--- config.mk ---
export PLATFORM = sky130hd
export DESIGN_NAME = sio_fifo_bridge_flat
export DESIGN_NICKNAME = d
export VERILOG_FILES = /design/src/rtl/sio_fifo_bridge_if.sv /design/src/rtl/sio_fifo_bridge.sv /design/src/flat_wrapper.sv
export SDC_FILE = /design/constraint.sdc
export NUM_CORES = 1
export LEC_CHECK = 0
export ABC_AREA = 1
export ABC_CLOCK_PERIOD_IN_PS = 1810
export CORE_UTILIZATION = 55
export CTS_CLUSTER_DIAMETER = 100
export DETAILED_ROUTE_END_ITERATION = 8
export GPL_ROUTABILITY_DRIVEN = 0
export GPL_TIMING_DRIVEN = 1
export PLACE_DENSITY = 0.78
export SYNTH_ARGS = -nofsm -noshare
export SYNTH_HDL_FRONTEND = slang
export SYNTH_SLANG_ARGS = --single-unit
--- constraint.sdc ---
create_clock -name clk -period 1.81 [get_ports clk]
set_input_delay 0.2715 -clock clk [delete_from_list [all_inputs] [get_ports clk]]
set_output_delay 0.2715 -clock clk [all_outputs]
set_load 0.01 [all_outputs]
--- src/rtl/sio_fifo_bridge_if.sv ---
// CPU-side FIFO port and SIO ce/rd/wr/cd port of the SIO FIFO bridge.
// master = CPU plus SIO core, slave = the bridge.
interface sio_fifo_bridge_if #(
    parameter int DEPTH_LOG2 = 4
);
    logic                  tx_push;
    logic [7:0]            tx_data;
    logic                  tx_full;
    logic [DEPTH_LOG2:0]   tx_count;
    logic                  rx_pop;
    logic [7:0]            rx_data;
    logic                  rx_empty;
    logic [DEPTH_LOG2:0]   rx_count;
    logic                  sio_ce;
    logic                  sio_rd;
    logic                  sio_wr;
    logic                  sio_cd;
    logic [7:0]            sio_wdata;
    logic [7:0]            sio_rdata;

    modport master (
        output tx_push, tx_data, rx_pop, sio_rdata,
        input  tx_full, tx_count, rx_data, rx_empty, rx_count,
               sio_ce, sio_rd, sio_wr, sio_cd, sio_wdata
    );

    modport slave (
        input  tx_push, tx_data, rx_pop, sio_rdata,
        output tx_full, tx_count, rx_data, rx_empty, rx_count,
               sio_ce, sio_rd, sio_wr, sio_cd, sio_wdata
    );
endinterface

--- src/rtl/sio_fifo_bridge.sv ---
// Generic circular FIFO with first-word-fall-through head, 0 when empty.
// Latency: a pushed word is visible at the head the cycle after the push.
// Backpressure: push dropped while full, pop ignored while empty.
module sio_fifo #(
    parameter int W          = 8,
    parameter int DEPTH_LOG2 = 4
) (
    input  logic                clk,
    input  logic                n_rst,
    input  logic                push,
    input  logic [W-1:0]        push_dat,
    input  logic                pop,
    output logic [W-1:0]        pop_dat,
    output logic                full,
    output logic                empty,
    output logic [DEPTH_LOG2:0] count
);
    localparam int DEPTH = 1 << DEPTH_LOG2;
    localparam logic [DEPTH_LOG2:0] FULL_CNT = (DEPTH_LOG2 + 1)'(DEPTH);

    logic [W-1:0]          mem [DEPTH];
    logic [DEPTH_LOG2-1:0] wr_ptr;
    logic [DEPTH_LOG2-1:0] rd_ptr;
    logic                  do_push;
    logic                  do_pop;

    assign full    = (count == FULL_CNT);
    assign empty   = (count == '0);
    assign do_push = push & ~full;
    assign do_pop  = pop & ~empty;
    assign pop_dat = empty ? '0 : mem[rd_ptr];

    always_ff @(posedge clk) begin
        if (!n_rst) begin
            wr_ptr <= '0;
            rd_ptr <= '0;
            count  <= '0;
        end else begin
            if (do_push) wr_ptr <= wr_ptr + 1'b1;
            if (do_pop)  rd_ptr <= rd_ptr + 1'b1;
            case ({do_push, do_pop})
                2'b10:   count <= count + 1'b1;
                2'b01:   count <= count - 1'b1;
                default: count <= count;
            endcase
        end
    end

    // Storage needs no reset: occupancy alone decides what is valid.
    always_ff @(posedge clk) begin
        if (do_push) mem[wr_ptr] <= push_dat;
    end
endmodule

// Buffered CPU front end for the SIO core: status-polling FSM moves bytes between FIFOs and SIO.
// Latency: status polled at most every 3 cycles; pushed byte reaches the SIO no sooner than 3 cycles later.
// Backpressure: tx_full to the CPU; while RX is full the byte is left waiting inside the SIO.
module sio_fifo_bridge #(
    parameter int DEPTH_LOG2 = 4
) (
    input  logic              clk,
    input  logic              n_rst,
    sio_fifo_bridge_if.slave  bus
);
    typedef enum logic [2:0] {
        IDLE  = 3'd0,
        STAT  = 3'd1,
        EVAL  = 3'd2,
        RXRD  = 3'd3,
        RXCAP = 3'd4,
        TXWR  = 3'd5
    } state_t;

    state_t     state;
    state_t     state_nx;
    logic       tx_full;
    logic       tx_empty;
    logic [7:0] tx_head;
    logic       tx_pop;
    logic       rx_push;
    logic       rx_full;
    logic       rx_empty;
    logic       sio_ce_nx, sio_rd_nx, sio_wr_nx, sio_cd_nx;
    logic [7:0] sio_wdata_nx;
    logic       sio_ce_q, sio_rd_q, sio_wr_q, sio_cd_q;
    logic [7:0] sio_wdata_q;

    sio_fifo #(.W(8), .DEPTH_LOG2(DEPTH_LOG2)) u_tx_fifo (
        .clk      (clk),
        .n_rst    (n_rst),
        .push     (bus.tx_push),
        .push_dat (bus.tx_data),
        .pop      (tx_pop),
        .pop_dat  (tx_head),
        .full     (tx_full),
        .empty    (tx_empty),
        .count    (bus.tx_count)
    );

    sio_fifo #(.W(8), .DEPTH_LOG2(DEPTH_LOG2)) u_rx_fifo (
        .clk      (clk),
        .n_rst    (n_rst),
        .push     (rx_push),
        .push_dat (bus.sio_rdata),
        .pop      (bus.rx_pop),
        .pop_dat  (bus.rx_data),
        .full     (rx_full),
        .empty    (rx_empty),
        .count    (bus.rx_count)
    );

    assign bus.tx_full  = tx_full;
    assign bus.rx_empty = rx_empty;
    assign tx_pop       = (state == TXWR);
    assign rx_push      = (state == RXCAP);

    always_ff @(posedge clk) begin
        if (!n_rst) state <= IDLE;
        else        state <= state_nx;
    end

    // sio_rdata in EVAL is the status byte the SIO registered during STAT.
    always_comb begin
        state_nx = state;
        case (state)
            IDLE:  state_nx = STAT;
            STAT:  state_nx = EVAL;
            EVAL: begin
                if (bus.sio_rdata[1] && !rx_full)       state_nx = RXRD;
                else if (bus.sio_rdata[0] && !tx_empty) state_nx = TXWR;
                else                                    state_nx = IDLE;
            end
            RXRD:  state_nx = RXCAP;
            RXCAP: state_nx = IDLE;
            TXWR:  state_nx = IDLE;
            default: state_nx = IDLE;
        endcase
    end

    // Strobes are decoded from the next state so they leave a flop aligned with their state.
    always_comb begin
        sio_ce_nx    = (state_nx == STAT) || (state_nx == RXRD) || (state_nx == TXWR);
        sio_rd_nx    = (state_nx == STAT) || (state_nx == RXRD);
        sio_wr_nx    = (state_nx == TXWR);
        sio_cd_nx    = (state_nx == STAT);
        sio_wdata_nx = (state_nx == TXWR) ? tx_head : 8'h00;
    end

    always_ff @(posedge clk) begin
        if (!n_rst) begin
            sio_ce_q    <= 1'b0;
            sio_rd_q    <= 1'b0;
            sio_wr_q    <= 1'b0;
            sio_cd_q    <= 1'b0;
            sio_wdata_q <= 8'h00;
        end else begin
            sio_ce_q    <= sio_ce_nx;
            sio_rd_q    <= sio_rd_nx;
            sio_wr_q    <= sio_wr_nx;
            sio_cd_q    <= sio_cd_nx;
            sio_wdata_q <= sio_wdata_nx;
        end
    end

    assign bus.sio_ce    = sio_ce_q;
    assign bus.sio_rd    = sio_rd_q;
    assign bus.sio_wr    = sio_wr_q;
    assign bus.sio_cd    = sio_cd_q;
    assign bus.sio_wdata = sio_wdata_q;
endmodule
--- src/flat_wrapper.sv ---
// flat-port wrapper written by rule: the top's interface ports become plain ports
module sio_fifo_bridge_flat 
#(
    parameter int DEPTH_LOG2 = 4
)
  (clk, n_rst, bus_tx_push, bus_tx_data, bus_rx_pop, bus_sio_rdata, bus_tx_full, bus_tx_count, bus_rx_data, bus_rx_empty, bus_rx_count, bus_sio_ce, bus_sio_rd, bus_sio_wr, bus_sio_cd, bus_sio_wdata);
  sio_fifo_bridge_if #(.DEPTH_LOG2(DEPTH_LOG2)) bus_i ();
  input  logic clk;
  input  logic n_rst;
  input wire logic [$bits(bus_i.tx_push)-1:0] bus_tx_push;
  input wire logic [$bits(bus_i.tx_data)-1:0] bus_tx_data;
  input wire logic [$bits(bus_i.rx_pop)-1:0] bus_rx_pop;
  input wire logic [$bits(bus_i.sio_rdata)-1:0] bus_sio_rdata;
  output wire logic [$bits(bus_i.tx_full)-1:0] bus_tx_full;
  output wire logic [$bits(bus_i.tx_count)-1:0] bus_tx_count;
  output wire logic [$bits(bus_i.rx_data)-1:0] bus_rx_data;
  output wire logic [$bits(bus_i.rx_empty)-1:0] bus_rx_empty;
  output wire logic [$bits(bus_i.rx_count)-1:0] bus_rx_count;
  output wire logic [$bits(bus_i.sio_ce)-1:0] bus_sio_ce;
  output wire logic [$bits(bus_i.sio_rd)-1:0] bus_sio_rd;
  output wire logic [$bits(bus_i.sio_wr)-1:0] bus_sio_wr;
  output wire logic [$bits(bus_i.sio_cd)-1:0] bus_sio_cd;
  output wire logic [$bits(bus_i.sio_wdata)-1:0] bus_sio_wdata;
  assign bus_i.tx_push = bus_tx_push;
  assign bus_i.tx_data = bus_tx_data;
  assign bus_i.rx_pop = bus_rx_pop;
  assign bus_i.sio_rdata = bus_sio_rdata;
  assign bus_tx_full = bus_i.tx_full;
  assign bus_tx_count = bus_i.tx_count;
  assign bus_rx_data = bus_i.rx_data;
  assign bus_rx_empty = bus_i.rx_empty;
  assign bus_rx_count = bus_i.rx_count;
  assign bus_sio_ce = bus_i.sio_ce;
  assign bus_sio_rd = bus_i.sio_rd;
  assign bus_sio_wr = bus_i.sio_wr;
  assign bus_sio_cd = bus_i.sio_cd;
  assign bus_sio_wdata = bus_i.sio_wdata;
  sio_fifo_bridge #(.DEPTH_LOG2(DEPTH_LOG2)) u_core (.clk(clk), .n_rst(n_rst), .bus(bus_i));
endmodule
[Yosys cells after proc, flatten, opt, wreduce, memory -nomap -nowiden]
Memories as Yosys holds them, arrays and structs flattened. A register that Yosys moved wholly into a read port is not among the register bits.
Cells that the tools add are included.
Word-level totals
  register bits: 33
  RAM bits: 256
  input port bits: 20
  output and inout bits: 32
  memories: 2
Memories
  u_core.u_rx_fifo.mem: depth 16, width 8, rd ports 1, clocked after Yosys merged registers in 1, wr ports 1, RTL line sio_fifo_bridge.sv:21  | logic [W-1:0] mem [DEPTH];
  u_core.u_tx_fifo.mem: depth 16, width 8, rd ports 1, clocked after Yosys merged registers in 1, wr ports 1, RTL line sio_fifo_bridge.sv:21
Cells by class
  add/sub/neg operators: 8
  equal/unequal tests: 14
  multiplexer cells: 12
  bitwise gates (word level): 10
  reductions and logical operators: 12
Operators by type and width (number)
  $pmux W5 S2: 2
  $add A4 B1 Y4 const B: 4
  $pmux W3 S4: 1
  $add A5 B1 Y5 const B: 2
  $eq A5 B5 Y1 const B: 2
  $logic_not A5 Y1: 2
  $sub A5 B1 Y5 const B: 2
  $eq A3 B2 Y1 const B: 3
  $eq A3 B3 Y1 const B: 3
  $mux W4: 2
  $mux W8: 1
  $eq A3 B1 Y1 const B: 2
  $mux W3: 2
  $not A1 Y1: 6
  $and A1 B1 Y1: 4
  $eq A2 B1 Y1 const B: 2
  $eq A2 B2 Y1 const B: 2
  $mux W1: 4
  $reduce_bool A2 Y1: 2
  $logic_not A3 Y1: 1
  $reduce_or A3 Y1: 1
  $logic_and A1 B1 Y1: 2
  $logic_not A1 Y1: 2
  $logic_or A1 B1 Y1: 2

[Logic depth before layout (Yosys ltp)]
  depth after elaboration: 9
  depth in mapped cells: 14
  mapped depth without buffers: 14

[Modules after synthesis]
From an unflattened synthesis, not the netlist that was laid out.
Unflattened totals
  cell total of the unflattened synthesis: 1039
  area, all modules: 12423.2 um^2
By module, submodules not included
  sio_fifo (u_core.u_rx_fifo): times used 1, cells each 490, area each 5954.5 um^2
  sio_fifo (u_core.u_tx_fifo): times used 1, cells each 484, area each 5935.7 um^2
  sio_fifo_bridge: times used 1, cells each 65, area each 533.0 um^2

[Worst setup path before layout]
No wires, ideal clock.
  path kind: reg2reg
  start: register u_core.u_tx_fifo.count[1]
  end: register u_core.u_tx_fifo.count[4]
  data arrival time: 1.924 ns
  required time: 1.678 ns
  path slack: -0.246 ns
  stages on the path, launching flop included: 14
  path through: dfxtp_1 inv_1 nand4_1 nand2_1 inv_1 ha_1 inv_1 fa_1 nor2_1 nor2_1 nand2_1 nand2_1 nand2_1 a21oi_1
On the way
  longest elaborated chain between the ends: 5
RTL lines
  start: declaration: RTL line sio_fifo_bridge.sv:16  | output logic [DEPTH_LOG2:0] count
  start signal: assignment: RTL line sio_fifo_bridge.sv:42  | 2'b10: count <= count + 1'b1;
  start signal: assignment: RTL line sio_fifo_bridge.sv:43  | 2'b01: count <= count - 1'b1;
  start signal: assignment: RTL line sio_fifo_bridge.sv:44  | default: count <= count;
  $logic_not A5 Y1 *: RTL line sio_fifo_bridge.sv:28  | assign empty = (count == '0);
  $not A1 Y1 *: RTL line sio_fifo_bridge.sv:30  | assign do_pop = pop & ~empty;
  $and A1 B1 Y1 *: RTL line sio_fifo_bridge.sv:30
  named net u_core.u_tx_fifo.do_pop: RTL line sio_fifo_bridge.sv:25  | logic do_pop;
  $eq A2 B1 Y1 or $eq A2 B2 Y1 (tied branches): RTL line sio_fifo_bridge.sv:41  | case ({do_push, do_pop})
  $pmux W5 S2 or $reduce_bool A2 Y1 (tied branches)
The timed path passes the listed nets; every way through them passes the cells marked *.
A chain may end at the register's enable or synchronous reset.

==> insert_results.sql <==
INSERT INTO impl_metrics (metric_group, metric, value, unit) VALUES
('status', 'result_of_the_run', 'complete, but fails checks', ''),
('status', 'failed_checks', 'setup timing', ''),
('power', 'p_per_area', '1230', 'nW/um^2'),
('yosys', 'edff_count_synth', '256', ''),
('power', 'fin_total_pwr', '20.4', 'mW'),
('timing', 'finalHoldViolations', '0', ''),
('power', 'power_frac_clock', '32.8', '%'),
('critical_path', 'worstPathRequired', '1.54', 'ns'),
('timing', 'final.setup.tns', '-3.97', 'ns'),
('yosys', 'synthesis.instances', '1262', ''),
('critical_path', 'path_class', 'flip-flop to output pin', ''),
('detailed_routing', 'drt-initial-drc-count', '878', ''),
('detailed_routing', 'met3WireLength', '2.97', 'mm'),
('timing', 'final_min_period_over_clock_period', '127', '%'),
('yosys', 'area_share_of_the_largest_cell_type_after_synthesis', '59.7', '%'),
('timing', 'rsz_0062_raised_after_global_routing', 'true', ''),
('detailed_routing', 'ant_nets', '0', ''),
('timing', 'fin_hold_ws', '0.485', 'ns'),
('clocking', 'clk_root_buffer_cell', 'sky130_fd_sc_hd__clkbuf_16', ''),
('power', 'combPwrFrac', '28.8', '%'),
('yosys', 'yosys_warnings', '0', ''),
('yosys', 'synth.largest_area_cell', 'sky130_fd_sc_hd__edfxtp_1', ''),
('critical_path', 'rr_worst_depth', '14', ''),
('clocking', 'postCtsHoldBufs', '0', ''),
('yosys', 'synth_cell_type_count', '26', ''),
('layout', 'post-route-cell-area', '16700', 'um^2'),
('critical_path', 'timing.critical_path.to_type', 'output pin', ''),
('yosys', 'synth.most_common_cell', 'sky130_fd_sc_hd__nand2_1', ''),
('power', 'switchingPower', '6.01', 'mW'),
('die', 'floorplan.rows', '55', ''),
('global_routing', 'grt_pass1_wl', '48.2', 'mm'),
('layout', 'syn_to_final_growth', '29.4', '%'),
('layout', 'nets', '1464', ''),
('yosys', 'synthesis.area', '12900', 'um^2'),
('die', 'initial_core_util', '56.5', '%'),
('clocking', 'clock_input_transition_at_the_sequential_cells_of_the_worst_setup_and_hold_paths', '0.06', 'ns'),
('die', 'vertical_die_dimension', '155', 'um'),
('timing', 'report.final.slew_viol_count', '0', ''),
('power', 'p_seq_share', '38.4', '%'),
('clocking', 'numCtsBuffers', '31', ''),
('timing', 'fmax', '437', 'MHz'),
('critical_path', 'cp.arrival', '2.02', 'ns'),
('layout', 'fillers', '1362', ''),
('timing', 'tmin_final', '2.29', 'ns'),
('placed_design', 'port_buffers', '51', ''),
('detailed_routing', 'routed.top_layer', 'met4', ''),
('clocking', 'cts_tree', 'done', ''),
('timing', 'clock-skew-final', '0.0199', 'ns'),
('global_routing', 'grt_start_max_net_pins', '34', ''),
('layout', 'register_area', '8610', 'um^2'),
('yosys', 'leading_cell_types_by_count_after_synthesis', 'sky130_fd_sc_hd__nand2_1, sky130_fd_sc_hd__edfxtp_1, sky130_fd_sc_hd__nand3_1', ''),
('yosys', 'post_synth_main_area_contributors', 'sky130_fd_sc_hd__edfxtp_1, sky130_fd_sc_hd__nand2_1, sky130_fd_sc_hd__nand3_1, sky130_fd_sc_hd__dfxtp_1, sky130_fd_sc_hd__inv_1', ''),
('job', 'maxCapViolCount', '0', ''),
('placed_design', 'preCtsSetupSlack', '-0.277', 'ns'),
('layout', 'insertedDiodeCount', '0', ''),
('timing', 'setup_viol', '13', ''),
('global_routing', 'via_count_of_the_first_global_routing_pass', '9459', ''),
('clocking', 'cts.htree.levels', '1', ''),
('yosys', 'synthFlopType', 'sky130_fd_sc_hd__edfxtp_1', ''),
('yosys', 'syn_nets', '1302', ''),
('die', 'die_area', '24000', 'um^2'),
('power', 'cell_internal_pwr', '14.4', 'mW'),
('power', 'total_leakage_power', '6.86', 'nW'),
('yosys', 'syn_avg_cell_area', '10.2', 'um^2'),
('placed_design', 'standard_cell_area_after_detailed_placement', '14400', 'um^2'),
('timing', 'layout_setup_ws', '-0.480', 'ns'),
('detailed_routing', 'wl_met1', '12.1', 'mm'),
('yosys', 'synth_seq_area_share', '66.7', '%'),
('die', 'fp.coreArea', '22800', 'um^2'),
('die', 'num_io_pins', '52', ''),
('global_routing', 'grtUsageTotal', '26.0', '%');
## cells by family after synthesis
group	count (synthesis)	synth area share (%)
simple gates	662	21.5
flops	301	66.7
buf+inv	214	6.92
compound gates	55	2.18
fa+ha+maj	20	2.06
xor+xnor	10	0.680
## metal layers
| layer | track usage (%) | up-vias |
|---|---|---|
| li1 | - | 4490 |
| met1 | 32.3 | 4703 |
| met2 | 45.6 | 572 |
| met3 | 4.09 | 121 |
| met4 | 10.2 | 0 |
| met5 | 0 | - |
## sequential cells by signal, indices dropped and copies added, names as in the netlist, named ones only
register / count
u_core.bus.sio_ce: 1
u_core.bus.sio_cd: 1
u_core.u_rx_fifo.rd_ptr: 4
u_core.u_rx_fifo.count: 5
u_core.bus.sio_wdata: 8
u_core.u_tx_fifo.mem: 128
u_core.u_tx_fifo.wr_ptr: 4
u_core.u_rx_fifo.wr_ptr: 4
u_core.bus.sio_wr: 1
u_core.u_tx_fifo.count: 5
u_core.u_tx_fifo.rd_ptr: 4
u_core.u_rx_fifo.mem: 128
u_core.state: 3
u_core.bus.sio_rd: 1
## timing repair
| action | CTS | global route |
|---|---|---|
| endpoints found under the setup margin | 38 | 277 |
| buffers inserted | 21 | 4 |
| cloned | 7 | 3 |
| gates resized for setup | 129 | 165 |
| pin swaps | 38 | 53 |
## worst max-delay path, cell delays in order, from the launching register on
cell                        delay (ns)
sky130_fd_sc_hd__dfxtp_4          0.41
sky130_fd_sc_hd__buf_12           0.17
sky130_fd_sc_hd__clkbuf_16        0.16
sky130_fd_sc_hd__nand2_1          0.06
sky130_fd_sc_hd__nand3_1          0.12
sky130_fd_sc_hd__nand3_1          0.10
sky130_fd_sc_hd__nand2_1          0.08
sky130_fd_sc_hd__nand2_1          0.07
sky130_fd_sc_hd__a21oi_2          0.13
sky130_fd_sc_hd__buf_2            0.15
## cell type report
cell class,instances,area share [%]
inverter,163,3.83
clock buffer,44,5.25
sequential,301,51.6
tap,313,2.35
clock inverter,14,1.22
timing repair buffer,180,11.4
multi-input combinational,747,24.3
## path summary, 6_finish.rpt
check	from	end	slack, ns
max	flip-flop	bus_rx_data[6]	-0.48
max reg2reg	u_core.u_tx_fifo.count[3]	u_core.u_tx_fifo.count[4]	-0.20
min	n_rst	u_core.state[0]	0.48
min reg2reg	u_core.u_rx_fifo.rd_ptr[3]	u_core.u_rx_fifo.rd_ptr[3]	0.52
## through the flow
step | std cells | util (%)
after global placement | 1674 | 63.3
after global routing | 1762 | 73.2
after floorplan | 1262 | -
after detailed placement | 1674 | 63.3
after CTS | 1759 | 70.3
final | 1762 | 73.2
## cell usage in the layout (no fill, tap or decap), types with 9 or more instances in the layout
| cell | instances |
|---|---|
| sky130_fd_sc_hd__dlygate4sd2_1 | 9 |
| sky130_fd_sc_hd__buf_4 | 62 |
| sky130_fd_sc_hd__dfxtp_2 | 10 |
| sky130_fd_sc_hd__nor2_1 | 13 |
| sky130_fd_sc_hd__o21ai_0 | 12 |
| sky130_fd_sc_hd__nand2_2 | 40 |
| sky130_fd_sc_hd__a21oi_2 | 10 |
| sky130_fd_sc_hd__inv_1 | 150 |
| sky130_fd_sc_hd__clkdlybuf4s50_1 | 31 |
| sky130_fd_sc_hd__buf_6 | 45 |
| sky130_fd_sc_hd__nand3_1 | 161 |
| sky130_fd_sc_hd__buf_12 | 11 |
| sky130_fd_sc_hd__buf_2 | 10 |
| sky130_fd_sc_hd__nand3_2 | 40 |
| sky130_fd_sc_hd__nor2_4 | 11 |
| sky130_fd_sc_hd__nand2_4 | 9 |
| sky130_fd_sc_hd__clkbuf_16 | 34 |
| sky130_fd_sc_hd__edfxtp_1 | 256 |
| sky130_fd_sc_hd__nand2_1 | 351 |
| sky130_fd_sc_hd__ha_1 | 12 |
| sky130_fd_sc_hd__nor2_2 | 28 |
| sky130_fd_sc_hd__dfxtp_1 | 33 |
| sky130_fd_sc_hd__a21oi_1 | 27 |
## power groups by stage
| stage | combinational, mW | sequential, mW | clock [mW] |
|---|---|---|---|
| global placement | 4.08 | 7.95 | 0 |
| detailed placement | 4.21 | 7.96 | 0 |
| finish | 5.88 | 7.85 | 6.69 |
| CTS | 5.10 | 7.83 | 6.68 |
| global route | 6.27 | 7.87 | 6.97 |
| floorplan | 2.37 | 7.99 | 0 |
(Power assumes the default switching activity.)
==> RTL edit (config.mk and constraints unchanged) <==
Re-encode `state_t` (6 states) as one-hot, 6 bits wide.
--- a/src/rtl/sio_fifo_bridge.sv
+++ b/src/rtl/sio_fifo_bridge.sv
@@ -62,13 +62,13 @@
     input  logic              n_rst,
     sio_fifo_bridge_if.slave  bus
 );
-    typedef enum logic [2:0] {
-        IDLE  = 3'd0,
-        STAT  = 3'd1,
-        EVAL  = 3'd2,
-        RXRD  = 3'd3,
-        RXCAP = 3'd4,
-        TXWR  = 3'd5
+    typedef enum logic [5:0] {
+        IDLE  = 6'b000001,
+        STAT  = 6'b000010,
+        EVAL  = 6'b000100,
+        RXRD  = 6'b001000,
+        RXCAP = 6'b010000,
+        TXWR  = 6'b100000
     } state_t;
 
     state_t     state;
Behaviour: no difference found for any inputs over 4 cycles, from zero or initial values and one cycle with n_rst low; so few cycles prove little.
==> RTL edit against the unedited design <==
The flow still finishes with violations (setup timing). Largest cell class unchanged. Synthesized cell count fell by 2.4%. Via count fell by 2.1%. Cell count down 1.6%. Routed wire length shrank 0.30%. Setup slack better by 35 ps. Critical path depth stayed put. Power shrank 4.5%. Sequential cell count rose by 3. Area after synthesis decreased by 0.50%. Cell area decreased by 2.1%.
==> RTL edit: results (changes against the unedited design) <==
| Metric | Value |
|---|---|
| FFs & Latches | `304 (was 301)` |
| Met3 routed WL | `2828 um (was 2969 um)` |
| Global Route Usage Sum | `27.57% (was 26.00%)` |
| Outcome | `finished with violations (unchanged)` |
| Non-CTS inverters | `116 (was 163)` |
| Sequential area share after synthesis | `67.48% (was 66.68%)` |
| Signal buf overhead | `11.07% (was 11.41%)` |
| Period utilization | `124.6% (was 126.5%)` |
| Met1 wire length | `12650 um (was 12070 um)` |
| Fin Clk Skew | `19.23 ps (was 19.90 ps)` |
| Syn Nets | `1272 (was 1302)` |
| Max VDD drop | `0.8332 mV (was 0.8986 mV)` |
| Detailed placer's ending HPWL | `18810 um (was 18800 um)` |
| Setup-failing EPs final | `13 (unchanged)` |
| Die W | `154.7 um (was 155.0 um)` |
| DR WL/cell | `19.11 um (was 18.86 um)` |
| Hold EP | `u_core.u_tx_fifo.count[4]$_SDFFE_PN0P_ (was u_core.state[0]$_SDFF_PN0_)` |
| Dpl cell area | `14440 um^2 (was 14420 um^2)` |
| Violated checks | `setup timing (unchanged)` |
| Delay-heaviest family, CP | `simple AND/OR/NAND/NOR gates (was buffers and inverters)` |
| Fraction of area in multi-input gates | `24.33% (was 24.32%)` |
| Reg2Reg Capture Point | `u_core.u_rx_fifo.count[4]$_SDFFE_PN0P_ (was u_core.u_tx_fifo.count[4]$_SDFFE_PN0P_)` |
| Met2 Use GR | `47.77% (was 45.62%)` |
| R2r startpoint | `u_core.u_rx_fifo.count[3]$_SDFFE_PN0P_ (was u_core.u_tx_fifo.count[3]$_SDFFE_PN0P_)` |
| GR Layer Usage met1 | `34.61% (was 32.34%)` |
| Reg2Reg Setup Slack | `-120 ps (was -200 ps)` |
| Final WS setup | `-444.9 ps (was -480.3 ps)` |
| Post-synthesis compound-gate area fraction | `2.245% (was 2.176%)` |
| Vias | `9682 (was 9886)` |
| Post-Synth Adder-Cell Area | `2.070% (was 2.059%)` |
| Worst Path Max Fanout | `6 (was 8)` |
==> RTL edit: stage by stage <==
| step | TNS (ps) | std cells | power [mW] | utilization, % |
|---|---|---|---|---|
| 4_1_cts | -3135 | 1731 | 18.99 | 70.02 |
| 2_1_floorplan | -49.89 | 1232 | 10.26 | - |
| 3_3_place_gp | -11500 | 1652 | 11.79 | 63.41 |
| 5_1_grt | -5863 | 1733 | 20.22 | 71.67 |
| 3_5_place_dp | -14790 | 1652 | 11.91 | 63.41 |
| 6_report | -3572 | 1733 | 19.52 | 71.67 |
==> RTL edit: worst max-delay path by stage <==
stage / end / slack [ps] / cells past startpoint
5_1_grt: bus_rx_data[6] / -550 / 9
3_3_place_gp: bus_rx_data[3] / -220 / 9
6_report: bus_rx_data[6] / -440 / 9
2_1_floorplan: u_core.u_tx_fifo.count[4]$_SDFFE_PN0P_ / -20 / 12
3_5_place_dp: bus_rx_data[3] / -230 / 9
4_1_cts: bus_rx_data[4] / -390 / 9
==> RTL edit: what timing repair did <==
item                       CTS  global route
cloned                       8             2
setup endpoints to repair  146           207
gates resized for setup    115           100
setup buffers               15             6
hold buffers                 0             0
pin swaps                   16            33
==> RTL edit: cells by family (layout without fill, tap and decap cells) <==
logic type	count (synthesis)	in the layout
and+or+nand+nor	672	672
buffers and inverters	168	356
DFF	304	304
AOI/OAI and AO/OA	56	56
xor gates and xnor gates	12	12
adders and majority gates	20	20
==> RTL edit: power by group through the flow <==
stage / Clock [mW] / Combinational, mW / Sequential, mW
floorplan: 0 / 2.21 / 8.06
global placement: 0 / 3.80 / 8.00
detailed placement: 0 / 3.90 / 8.01
CTS: 6.41 / 4.67 / 7.91
global route: 6.68 / 5.61 / 7.93
finish: 6.37 / 5.22 / 7.92
